`src/rtl/mult8b_rev_pkg.sv`:
```
// Shared types for the reversible-multiplier sequencer and its LIFO.
package mult8b_rev_pkg;

    localparam int unsigned OPND_W = 8;
    localparam int unsigned PROD_W = 16;
    localparam int unsigned GARB_W = 63;

    // One forward result: product plus the garbage needed to run the macro backwards.
    typedef struct packed {
        logic [PROD_W-1:0] p;
        logic [GARB_W-1:0] g;
    } rev_entry_t;

    typedef enum logic [2:0] {
        StIdle,
        StFwdRun,
        StFwdResp,
        StRevRun,
        StRevResp
    } seq_state_t;

endpackage

```
`src/rtl/mult8b_rev_lifo.sv`:
```
// Stack of forward results awaiting uncompute; top_o is the most recent un-popped push.
module mult8b_rev_lifo
    import mult8b_rev_pkg::*;
#(
    parameter int unsigned DEPTH = 4
) (
    input  logic                   clk,
    input  logic                   rst_n,
    input  logic                   push_i,
    input  rev_entry_t             push_data_i,
    input  logic                   pop_i,
    output rev_entry_t             top_o,
    output logic [$clog2(DEPTH):0] count_o,
    output logic                   full_o,
    output logic                   empty_o
);

    localparam int unsigned AW = $clog2(DEPTH);
    localparam int unsigned CW = AW + 1;

    rev_entry_t    mem_q [DEPTH];
    logic [CW-1:0] count_q, count_d;
    logic [AW-1:0] wr_idx, top_idx;
    logic          do_push, do_pop;

    assign full_o  = (count_q == CW'(DEPTH));
    assign empty_o = (count_q == '0);
    assign do_push = push_i && !full_o;
    assign do_pop  = pop_i && !empty_o && !push_i;
    assign wr_idx  = count_q[AW-1:0];
    assign top_idx = wr_idx - AW'(1);
    assign top_o   = empty_o ? '0 : mem_q[top_idx];
    assign count_o = count_q;

    // Occupancy next state; a push takes precedence over a pop.
    always_comb begin
        count_d = count_q;
        if (do_push) begin
            count_d = count_q + CW'(1);
        end else if (do_pop) begin
            count_d = count_q - CW'(1);
        end
    end

    // Occupancy register; reset discards every stored entry.
    always_ff @(posedge clk or negedge rst_n) begin
        if (!rst_n) begin
            count_q <= '0;
        end else begin
            count_q <= count_d;
        end
    end

    // Entry storage; slots at or above count_q are never read, so no reset is needed.
    always_ff @(posedge clk) begin
        if (do_push) begin
            mem_q[wr_idx] <= push_data_i;
        end
    end

endmodule

```
`src/rtl/mult8b_rev_seq.sv`:
```
// Sequencer driving the reversible 8-bit multiplier: forward compute pushes {p,g},
// uncompute pops the top entry and replays it with dir=1 to recover A and B.
module mult8b_rev_seq
    import mult8b_rev_pkg::*;
#(
    parameter int unsigned DEPTH  = 4,
    parameter int unsigned SETTLE = 2
) (
    input  logic                   clk,
    input  logic                   rst_n,
    input  logic                   fwd_valid,
    output logic                   fwd_ready,
    input  logic [OPND_W-1:0]      fwd_a,
    input  logic [OPND_W-1:0]      fwd_b,
    output logic                   p_valid,
    input  logic                   p_ready,
    output logic [PROD_W-1:0]      p_out,
    input  logic                   rev_valid,
    output logic                   rev_ready,
    output logic                   ab_valid,
    input  logic                   ab_ready,
    output logic [OPND_W-1:0]      a_out,
    output logic [OPND_W-1:0]      b_out,
    output logic [$clog2(DEPTH):0] depth_cnt,
    output logic                   m_dir,
    output logic [OPND_W-1:0]      m_f_a,
    output logic [OPND_W-1:0]      m_f_b,
    input  logic [PROD_W-1:0]      m_f_p,
    input  logic [GARB_W-1:0]      m_f_g,
    output logic [PROD_W-1:0]      m_r_p,
    output logic [GARB_W-1:0]      m_r_g,
    input  logic [OPND_W-1:0]      m_r_a,
    input  logic [OPND_W-1:0]      m_r_b
);

    localparam int unsigned SW = (SETTLE > 1) ? $clog2(SETTLE) : 1;
    localparam logic [SW-1:0] SettleLast = SW'(SETTLE - 1);

    seq_state_t        state_q, state_d;
    logic [SW-1:0]     settle_q, settle_d;
    logic              dir_q, dir_d;
    logic [OPND_W-1:0] f_a_q, f_a_d, f_b_q, f_b_d;
    logic [PROD_W-1:0] r_p_q, r_p_d;
    logic [GARB_W-1:0] r_g_q, r_g_d;
    logic [PROD_W-1:0] p_q, p_d;
    logic [OPND_W-1:0] a_q, a_d, b_q, b_d;

    logic       lifo_push, lifo_pop, lifo_full, lifo_empty, rev_win;
    rev_entry_t push_entry, top_entry;

    assign push_entry = '{p: m_f_p, g: m_f_g};
    // Reverse wins a tie because it frees a slot.
    assign rev_win    = rev_valid && !lifo_empty;

    mult8b_rev_lifo #(
        .DEPTH (DEPTH)
    ) u_lifo (
        .clk         (clk),
        .rst_n       (rst_n),
        .push_i      (lifo_push),
        .push_data_i (push_entry),
        .pop_i       (lifo_pop),
        .top_o       (top_entry),
        .count_o     (depth_cnt),
        .full_o      (lifo_full),
        .empty_o     (lifo_empty)
    );

    // Next-state, handshake and macro-bus control; dir and buses always move on the same edge.
    always_comb begin
        state_d   = state_q;
        settle_d  = settle_q;
        dir_d     = dir_q;
        f_a_d     = f_a_q;
        f_b_d     = f_b_q;
        r_p_d     = r_p_q;
        r_g_d     = r_g_q;
        p_d       = p_q;
        a_d       = a_q;
        b_d       = b_q;
        fwd_ready = 1'b0;
        rev_ready = 1'b0;
        lifo_push = 1'b0;
        lifo_pop  = 1'b0;
        unique case (state_q)
            StIdle: begin
                rev_ready = !lifo_empty;
                fwd_ready = !lifo_full && !rev_win;
                if (rev_win) begin
                    state_d  = StRevRun;
                    settle_d = '0;
                    dir_d    = 1'b1;
                    f_a_d    = '0;
                    f_b_d    = '0;
                    r_p_d    = top_entry.p;
                    r_g_d    = top_entry.g;
                end else if (fwd_valid && fwd_ready) begin
                    state_d  = StFwdRun;
                    settle_d = '0;
                    dir_d    = 1'b0;
                    f_a_d    = fwd_a;
                    f_b_d    = fwd_b;
                    r_p_d    = '0;
                    r_g_d    = '0;
                end
            end
            StFwdRun: begin
                if (settle_q == SettleLast) begin
                    lifo_push = 1'b1;
                    p_d       = m_f_p;
                    state_d   = StFwdResp;
                end else begin
                    settle_d = settle_q + SW'(1);
                end
            end
            StFwdResp: begin
                if (p_ready) begin
                    state_d = StIdle;
                    f_a_d   = '0;
                    f_b_d   = '0;
                end
            end
            StRevRun: begin
                if (settle_q == SettleLast) begin
                    lifo_pop = 1'b1;
                    a_d      = m_r_a;
                    b_d      = m_r_b;
                    state_d  = StRevResp;
                end else begin
                    settle_d = settle_q + SW'(1);
                end
            end
            StRevResp: begin
                if (ab_ready) begin
                    state_d = StIdle;
                    dir_d   = 1'b0;
                    r_p_d   = '0;
                    r_g_d   = '0;
                end
            end
            default: begin
                state_d = StIdle;
            end
        endcase
    end

    // State, macro-bus and result registers.
    always_ff @(posedge clk or negedge rst_n) begin
        if (!rst_n) begin
            state_q  <= StIdle;
            settle_q <= '0;
            dir_q    <= 1'b0;
            f_a_q    <= '0;
            f_b_q    <= '0;
            r_p_q    <= '0;
            r_g_q    <= '0;
            p_q      <= '0;
            a_q      <= '0;
            b_q      <= '0;
        end else begin
            state_q  <= state_d;
            settle_q <= settle_d;
            dir_q    <= dir_d;
            f_a_q    <= f_a_d;
            f_b_q    <= f_b_d;
            r_p_q    <= r_p_d;
            r_g_q    <= r_g_d;
            p_q      <= p_d;
            a_q      <= a_d;
            b_q      <= b_d;
        end
    end

    assign p_valid  = (state_q == StFwdResp);
    assign ab_valid = (state_q == StRevResp);
    assign p_out    = p_q;
    assign a_out    = a_q;
    assign b_out    = b_q;
    assign m_dir    = dir_q;
    assign m_f_a    = f_a_q;
    assign m_f_b    = f_b_q;
    assign m_r_p    = r_p_q;
    assign m_r_g    = r_g_q;

endmodule

```
`config.mk`:
```
export PLATFORM = sky130hd
export DESIGN_NAME = mult8b_rev_seq
export DESIGN_NICKNAME = d
export VERILOG_FILES = /design/src/rtl/mult8b_rev_pkg.sv /design/src/rtl/mult8b_rev_lifo.sv /design/src/rtl/mult8b_rev_seq.sv
export SDC_FILE = /design/constraint.sdc
export NUM_CORES = 1
export LEC_CHECK = 0
export CELL_PAD_IN_SITES_DETAIL_PLACEMENT = 1
export CELL_PAD_IN_SITES_GLOBAL_PLACEMENT = 1
export CORE_AREA = 2 2 240 242
export CTS_BUF_LIST = sky130_fd_sc_hd__clkbuf_4 sky130_fd_sc_hd__clkbuf_8
export DETAILED_ROUTE_END_ITERATION = 16
export DIE_AREA = 0 0 242 244
export PLACE_DENSITY_LB_ADDON = 0.1
export RECOVER_POWER = 50
export SYNTH_ARGS = -nofsm -noshare
export SYNTH_HDL_FRONTEND = slang
export SYNTH_SLANG_ARGS = --single-unit
```
`constraint.sdc`:
```
create_clock -name clk -period 6.1 [get_ports clk]
set_input_delay 1.22 -clock clk [delete_from_list [all_inputs] [get_ports clk]]
set_output_delay 1.22 -clock clk [all_outputs]
set_load 0.01 [all_outputs]
```
# Word-level counts from Yosys, hierarchy flattened
# Memories as Yosys holds them, arrays and structs flattened.
# Cells that the tools add are included.
# classes
add_sub_neg,4
multipliers,0
n_div,0
n_lt_le_gt_ge,0
eq_ne,10
shifts,0
n_mux,39
bitwise_logic,0
n_reduce_logical,23
# op_table
operator,n
63-bit 2-to-1 mux,3
63-bit case mux with 2 select lines,1
79-bit 2-to-1 mux,1
16-bit 2-to-1 mux,3
8-bit 2-to-1 mux,5
16-bit case mux with 2 select lines,1
8-bit case mux with 2 select lines,2
3-bit 2-to-1 mux,8
3-bit case mux with 5 select lines,1
1-bit 2-to-1 mux,12
2-bit nonzero test,4
"3-bit by 2-bit equality test with 1-bit output, second input constant",2
"3-bit equality test, second input constant",2
1-bit logical AND,6
3-bit zero test,2
2-bit AND reduction,3
3-bit AND reduction,2
5-bit AND reduction,1
1-bit zero test,4
"2-bit by 1-bit != test with 1-bit output, second input constant",2
"2-bit != test, second input constant",2
1-bit case mux with 2 select lines,2
"3-bit by 1-bit adder with 3-bit output, second input constant",1
"3-bit by 1-bit equality test with 1-bit output, second input constant",1
other kinds (5),5
# totals
register_bits,135
latch_bits,0
ram_bits,316
mem_bits_ro,0
in_bits,117
output_inout_bits,135
wordCells,88
memories,1
# mem_list
name,words,word_bits,read_ports,rd_clocked_by_memory_dff,write_ports,line_no,rtl
u_lifo.mem_q,4,79,1,0,1,mult8b_rev_lifo.sv:21,rev_entry_t mem_q [DEPTH];

# Depth between registers and ports, before layout
# Gate-level depths: netlist (run 1).
# depth
word_depth,9
mapped_depth,11
depth_no_buf,9

# Modules after synthesis
# A second synthesis (run 1) with hierarchy kept.
# unflattened
cells_unflattened,854
hier_area_um2,17151.4
# by_module_without_submodules
mod,n_inst,cells_each,area_each_um2,seq_area_each_um2
mult8b_rev_lifo,1,538,12278.0,9564.2
mult8b_rev_seq,1,316,4873.4,3303.2

# Worst setup path after synthesis (run 1)
# Ideal clock, no wire load.
# synth_path
path_kind,reg-to-reg
start,"register u_lifo.count_q[0], in the netlist u_lifo.count_o[0]"
end,"memory u_lifo.mem_q[2][0] (netlist name), enable pin"
setup_ns,0.446
arrival_ns,3.700
required_time_ns,5.654
path_slack_ns,1.954
stages_incl_launch_ff,7
path_buffers,2
period_less_slack_ns,4.146
cell_sequence,dfrtp_1 > clkbuf_1 > buf_2 > inv_1 > ha_1 > a211oi_1 > and2_1
# synth_between
elab_chain_len,5
# synth_lines
element,line_no,rtl
"start, declared",mult8b_rev_lifo.sv:22,"logic [CW-1:0] count_q, count_d;"
"start signal, assigned",mult8b_rev_lifo.sv:50,count_q <= count_d;
3-bit equality test,mult8b_rev_lifo.sv:26,assign full_o = (count_q == CW'(DEPTH));
1-bit zero test,mult8b_rev_lifo.sv:28,assign do_push = push_i && !full_o;
1-bit logical AND,mult8b_rev_lifo.sv:28,
1-bit 2-to-1 mux,mult8b_rev_lifo.sv:56,if (do_push) begin
1-bit 2-to-1 mux (not written as such),mult8b_rev_lifo.sv:57,mem_q[wr_idx] <= push_data_i;
"end, declared",mult8b_rev_lifo.sv:21,
# Parallel ways exist; a longest one is shown, timed or not.

==> results of run 1 <==
## logic make-up (layout without fill, tap and decap cells)
logic type	count (synthesis)	count (layout)	share of synthesized area
fa+ha+maj	6	6	0.00449
buf+inv	66	441	0.0221
flops	451	451	0.769
xor+xnor	4	4	0.00209
mux	112	112	0.129
simple gates	59	59	0.0166
other cells	0	1	0
compound gates	113	113	0.0574
## through the flow
step	total power (uW)	hold WS, ns	setup slack [ns]	std cells	instance area, sq um
floorplan	6360	0.518	1.95	811	16700
global placement	7910	0.463	2.29	1792	20100
detailed placement	7950	0.474	2.29	1792	20100
CTS	11000	0.492	2.02	1942	21800
global route	11300	0.515	1.07	1942	21800
finish	10700	0.487	1.78	1943	21800
## power groups by stage
stage	logic, uW	clock network, uW	registers, uW
2_1_floorplan	2030	0	4330
3_3_place_gp	3660	0	4260
3_5_place_dp	3680	0	4270
4_1_cts	3690	3050	4220
5_1_grt	3850	3190	4270
6_report	3550	2940	4200
## cells in the mapped netlist (6+ instances only)
| cell | count | area, sq um |
|---|---|---|
| a22o_1 | 79 | 692 |
| buf_2 | 19 | 95.1 |
| buf_8 | 8 | 120 |
| clkbuf_1 | 16 | 60.1 |
| dfrtp_1 | 135 | 3380 |
| edfxtp_1 | 316 | 9490 |
| ha_1 | 6 | 75.1 |
| inv_1 | 20 | 75.1 |
| mux2_2 | 33 | 372 |
| mux4_2 | 79 | 1780 |
| nand2_1 | 35 | 131 |
| o311ai_0 | 6 | 52.6 |
| o311ai_1 | 10 | 87.6 |
## final cells by class
| type | count | area share |
|---|---|---|
| Sequential cell | 451 | 0.591 |
| Multi-Input combinational cell | 294 | 0.162 |
| Clock inverter | 19 | 0.00534 |
| Inverter | 21 | 0.00362 |
| Timing Repair Buffer | 270 | 0.121 |
| Antenna cell | 1 | 0.000115 |
| Tap cell | 756 | 0.0434 |
| Clock buffer | 131 | 0.0728 |
## metal layers
metal / part of all wire / up-vias
li1: - / 3922
met1: 0.45 / 4670
met2: 0.47 / 268
met3: 0.055 / 80
met4: 0.018 / 4
met5: 0.00055 / -
## sequential cells by signal, summed over array words and instances (netlist names)
register,flops
m_r_g,63
u_lifo.mem_q,316
m_f_b,8
settle_q,1
p_out,16
b_out,8
m_r_p,16
a_out,8
m_f_a,8
m_dir,1
state_q,3
u_lifo.count_o,3
## worst max-delay path by stage
stage	end	depth (start not counted)	start	slack, ns
2_1_floorplan	u_lifo.mem_q[2][0]	6	u_lifo.count_o[0]	1.95
3_3_place_gp	m_r_p[3]	5	rev_valid	2.29
3_5_place_dp	m_r_p[6]	5	rev_valid	2.29
4_1_cts	p_valid	3	state_q[1]	2.02
5_1_grt	p_out[13]	2	rst_n	1.07
6_report	p_out[13]	2	rst_n	1.78
==> flow_metrics.py, run 1 <==
metrics = {
    "power": {
        "ir_worst_vdd_mv": 0.273,
        "powerDensity_nw_per_um2": 491,
        "p_int_uw": 7400,
        "power_frac_seq": 0.393,
        "power_frac_clock": 0.275,
        "p_sw_uw": 3290,
        "p_comb_frac": 0.333,
        "switching_share": 0.308,
        "power.leakage_uw": 0.00771,
    },
    "setup_path": {
        "critPathKind": "primary input to asynchronous set/reset pin",
        "endpoint_kind": "asynchronous set/reset pin",
        "rrSetupSlack_ns": 2.89,
        "r2r-start": "state_q[2]",
        "timing.rr.end": "u_lifo.mem_q[3][76]",
        "cp_top_family": "buffers and inverters",
        "worst_ep_arrival_time_ns": 4.83,
        "slowest_delay_ns": 2.25,
        "crit_buf_inv": 2,
        "crit_chain": "clkbuf_1, clkbuf_2",
        "worstPathRequired_ns": 6.61,
        "crit_slowest_cell": "clkbuf_1",
        "cp_max_fo": 50,
        "r2r_cells": 5,
        "startpoint_type": "primary input",
    },
    "run_status": {
        "outcome": "complete, but fails checks",
        "violations": "capacitance limit, slew limit",
    },
    "clocking": {
        "htreeDepth": 3,
        "hold_buffers": 0,
        "cts_tree": "built",
        "clk-insertion-delay-late_ns": 0.63,
        "cts_resized": 0,
        "cts_buffers": 82,
        "clk_path_buf_depth": 3,
        "cts_num_sinks": 451,
        "cts.clk_slew.worst_paths_ns": 0.05,
        "cts_setup_buffers": 0,
        "cts_root_buf": "clkbuf_8",
    },
    "global_routing": {
        "grt-busiest-layer": "met2",
        "grt_use_met2": 0.235,
        "track_usage": 0.148,
        "grt.met3_usage": 0.0374,
        "grt_pass1_vias": 10000,
        "grt_start_max_net_pins": 62,
        "antenna_found_initial": 10,
        "grt_pass1_wl_microns": 65600,
        "grt_remaining_overflow": 0,
        "use_met1": 0.199,
    },
    "drt": {
        "drt_iter0_drc": 365,
        "wire_per_inst_microns": 22.3,
        "drc": 0,
        "drt_pass1_iterations": 4,
        "vias": 8944,
        "ant_nets": 0,
        "viasPerCell": 4.60,
        "drt_wl_total_microns": 43400,
    },
    "floorplan": {
        "die_area_sq_um": 59000,
        "io_pins": 252,
        "num_rows": 87,
        "core_sq_um": 56200,
        "die_x_microns": 242,
        "die_h_microns": 244,
        "start_util": 0.298,
    },
    "sta": {
        "max_freq_mhz": 231,
        "drv_slew": 51,
        "hold_viol": 0,
        "timing.slew.headroom": -1.17,
        "rsz0062_at_grt": "false",
        "period_share": 0.709,
        "tns_ns": 0,
        "tightestPinTransition_ns": 3.25,
        "finalSetupViolCount": 0,
        "skew_ns": 0.0201,
        "post-route-min-period_ns": 4.32,
    },
    "hold_path": {
        "holdPathEnd": "m_dir",
        "hold_start": "m_dir",
        "hp-class": "register to register",
        "hold_depth": 1,
    },
    "place": {
        "gp_congestion": 0.695,
        "dp_hpwl_microns": 26100,
        "place.port_buffers": 251,
    },
    "yosys": {
        "synthArstFlopShare": 0.299,
        "syn_area_sq_um": 16700,
        "synthFlopType": "edfxtp_1",
        "ys_warn_count": 0,
        "ys_ff_latch": 451,
        "syn_nets": 934,
        "yosysUniqueCellTypes": 42,
        "synthCells": 811,
        "synth_edf_count": 316,
        "synth_seq_area_share": 0.769,
        "avgSynthCellArea_sq_um": 20.6,
    },
    "finish": {
        "seq_area_sq_um": 12900,
        "multiInputGateArea_sq_um": 3530,
        "final_cell_mix": "edfxtp_1, clkdlybuf4s50_1, dfrtp_1, clkbuf_8, dlygate4sd3_1",
        "layout_commonest_cell": "edfxtp_1",
        "drive_above_1_share": 0.238,
        "nFillCells": 5551,
        "fin_util": 0.388,
        "final_nets": 1243,
        "syn2layout_area_growth_pct": 30.1,
    },
    "run": {
        "maxCapViolCount": 1,
    },
}
Power figures use the tool's default switching activity.
==> inputs of run 2 (changes only) <==
==> constraint.sdc (replaced) <==
create_clock -name clk -period 4.05 [get_ports clk]
set_input_delay 0.81 -clock clk [delete_from_list [all_inputs] [get_ports clk]]
set_output_delay 0.81 -clock clk [all_outputs]
set_load 0.01 [all_outputs]
==> run 2 against run 1 <==
Net effect: the run still ends with capacitance limit, slew limit left; sequential cell count did not move; via count fell by 0.59%; sequential share of layout area fell by 0.36 points; routed wire length fell by 0.62%; clock skew fell by 0.0048 ns; combinational power rose by 52%; first-iteration DRC count rose by 5.8%; critical endpoint is now fwd_ready; largest power group unchanged; highest routed layer is now met4.
==> flow_metrics.py, run 2 (same netlist as run 1, synthesis figures left out) <==
metrics = {
    "clocking": {
        "cts_num_sinks": 451,
        "cts_setup_buffers": 0,
        "clk_path_buf_depth": 3,
        "cts_resized": 0,
        "cts.clk_slew.worst_paths_ns": 0.06,
        "htreeDepth": 3,
        "cts_buffers": 81,
        "cts_root_buf": "clkbuf_8",
        "clk-insertion-delay-late_ns": 0.62,
        "hold_buffers": 0,
        "cts_tree": "built",
    },
    "drt": {
        "drc": 0,
        "vias": 8891,
        "drt_iter0_drc": 386,
        "drt_wl_total_microns": 43100,
        "wire_per_inst_microns": 22.1,
        "ant_nets": 0,
        "viasPerCell": 4.56,
        "drt_pass1_iterations": 4,
    },
    "sta": {
        "finalSetupViolCount": 0,
        "post-route-min-period_ns": 3.57,
        "tightestPinTransition_ns": 2.03,
        "hold_viol": 0,
        "skew_ns": 0.0154,
        "drv_slew": 70,
        "rsz0062_at_grt": "false",
        "tns_ns": 0,
        "whs_ns": 0.487,
        "max_freq_mhz": 280,
        "period_share": 0.881,
        "timing.slew.headroom": -0.355,
    },
    "setup_path": {
        "startpoint_type": "register",
        "cp_max_fo": 22,
        "worstPathRequired_ns": 3.24,
        "slowest_delay_ns": 0.71,
        "worst_ep_arrival_time_ns": 2.76,
        "critPathKind": "register to output port",
        "crit_slowest_cell": "dfrtp_4",
        "endpoint_kind": "output port",
        "crit_chain": "inv_1, ha_1, nand2b_1, and3_1, clkdlybuf4s50_1",
    },
    "finish": {
        "syn2layout_area_growth_pct": 30.9,
        "nFillCells": 5575,
        "final_cell_mix": "edfxtp_1, clkdlybuf4s50_1, dfrtp_1, dlygate4sd3_1, clkbuf_8",
        "layout_commonest_cell": "edfxtp_1",
        "fin_area_sq_um": 21900,
        "final_nets": 1244,
        "top_register": "u_lifo.mem_q",
        "drive_above_1_share": 0.240,
        "largest_reg_flops": 316,
        "multiInputGateArea_sq_um": 3530,
        "seq_area_sq_um": 12900,
        "instances_no_fill": 1948,
    },
    "global_routing": {
        "grt_remaining_overflow": 0,
        "antenna_found_initial": 11,
        "track_usage": 0.149,
        "grt_pass1_wl_microns": 65800,
        "grt_start_max_net_pins": 81,
        "grt_pass1_vias": 9984,
    },
    "place": {
        "place_inst": 1794,
        "gp_congestion": 0.706,
        "place.port_buffers": 251,
        "place_area_sq_um": 20200,
        "dp_hpwl_microns": 26000,
    },
    "power": {
        "powerDensity_nw_per_um2": 737,
        "ir_worst_vdd_mv": 0.458,
        "power.leakage_uw": 0.00779,
        "finalPower_uw": 16100,
    },
    "floorplan": {
        "num_rows": 87,
        "start_util": 0.298,
        "die_h_microns": 244,
        "core_sq_um": 56200,
        "io_pins": 252,
        "die_area_sq_um": 59000,
        "die_x_microns": 242,
    },
    "run": {
        "maxCapViolCount": 1,
    },
    "run_status": {
        "violations": "capacitance limit, slew limit",
        "outcome": "complete, but fails checks",
    },
    "hold_path": {
        "hp-class": "register to register",
    },
}
-- run 2: changes by cell type in the layout (fill, tap and decap cells not counted), moves of 8 or more --
| cell | delta |
|---|---|
| buf_12 | +8 |
| clkbuf_4 | +8 |
| clkdlybuf4s50_1 | -27 |
| dlygate4sd3_1 | +27 |
| o311ai_0 | -10 |
| o311ai_1 | +10 |
-- run 2: final timing paths --
path                       slack (ns)         startpoint                   to  cells past startpoint
min in group asynchronous        0.77              rst_n            m_r_g[20]                      1
setup / recovery                 0.48  u_lifo.count_o[0]            fwd_ready                      5
hold / removal                   0.49              m_dir                m_dir                      1
hold reg to reg                  0.49              m_dir                m_dir                      1
max in group asynchronous        0.96              rst_n             p_out[9]                      2
setup reg to reg                 1.00  u_lifo.count_o[0]  u_lifo.mem_q[0][37]                      5
-- run 2: routing by layer --
metal  vias up  GRT usage  part of all wire
met5         -          0                 0
met4         0     0.0485             0.023
met3        79     0.0351             0.052
met2       251      0.240              0.48
met1      4642      0.199              0.45
li1       3919          -                 -
-- run 2: report_power, final --
part	switching [uW]	internal (uW)
registers	500	5830
clock network	1850	2580
logic	2580	2810
total	4920	11200
-- run 2: layout make-up --
class | instances | area share
well taps | 756 | 0.0432
clock inverters | 12 | 0.00377
diodes | 4 | 0.000457
flip-flops and latches | 451 | 0.588
clock buffers | 138 | 0.0744
inverters | 21 | 0.00360
repair buffers | 272 | 0.126
multi-input cells | 294 | 0.161
-- run 2: critical path: cells and delay by family (launching register included) --
kind | cells | cell delay (ns)
DFF | 1 | 0.71
buffers and inverters | 2 | 0.70
and+or+nand+nor | 2 | 0.39
adders and majority gates | 1 | 0.33
-- run 2: metrics by stage --
stage | setup WS [ns] | utilization
global placement | 0.929 | 0.360
detailed placement | 0.883 | 0.360
finish | 0.484 | 0.390
global route | 0.238 | 0.390
CTS | 0.341 | 0.390
floorplan | 0.755 | -
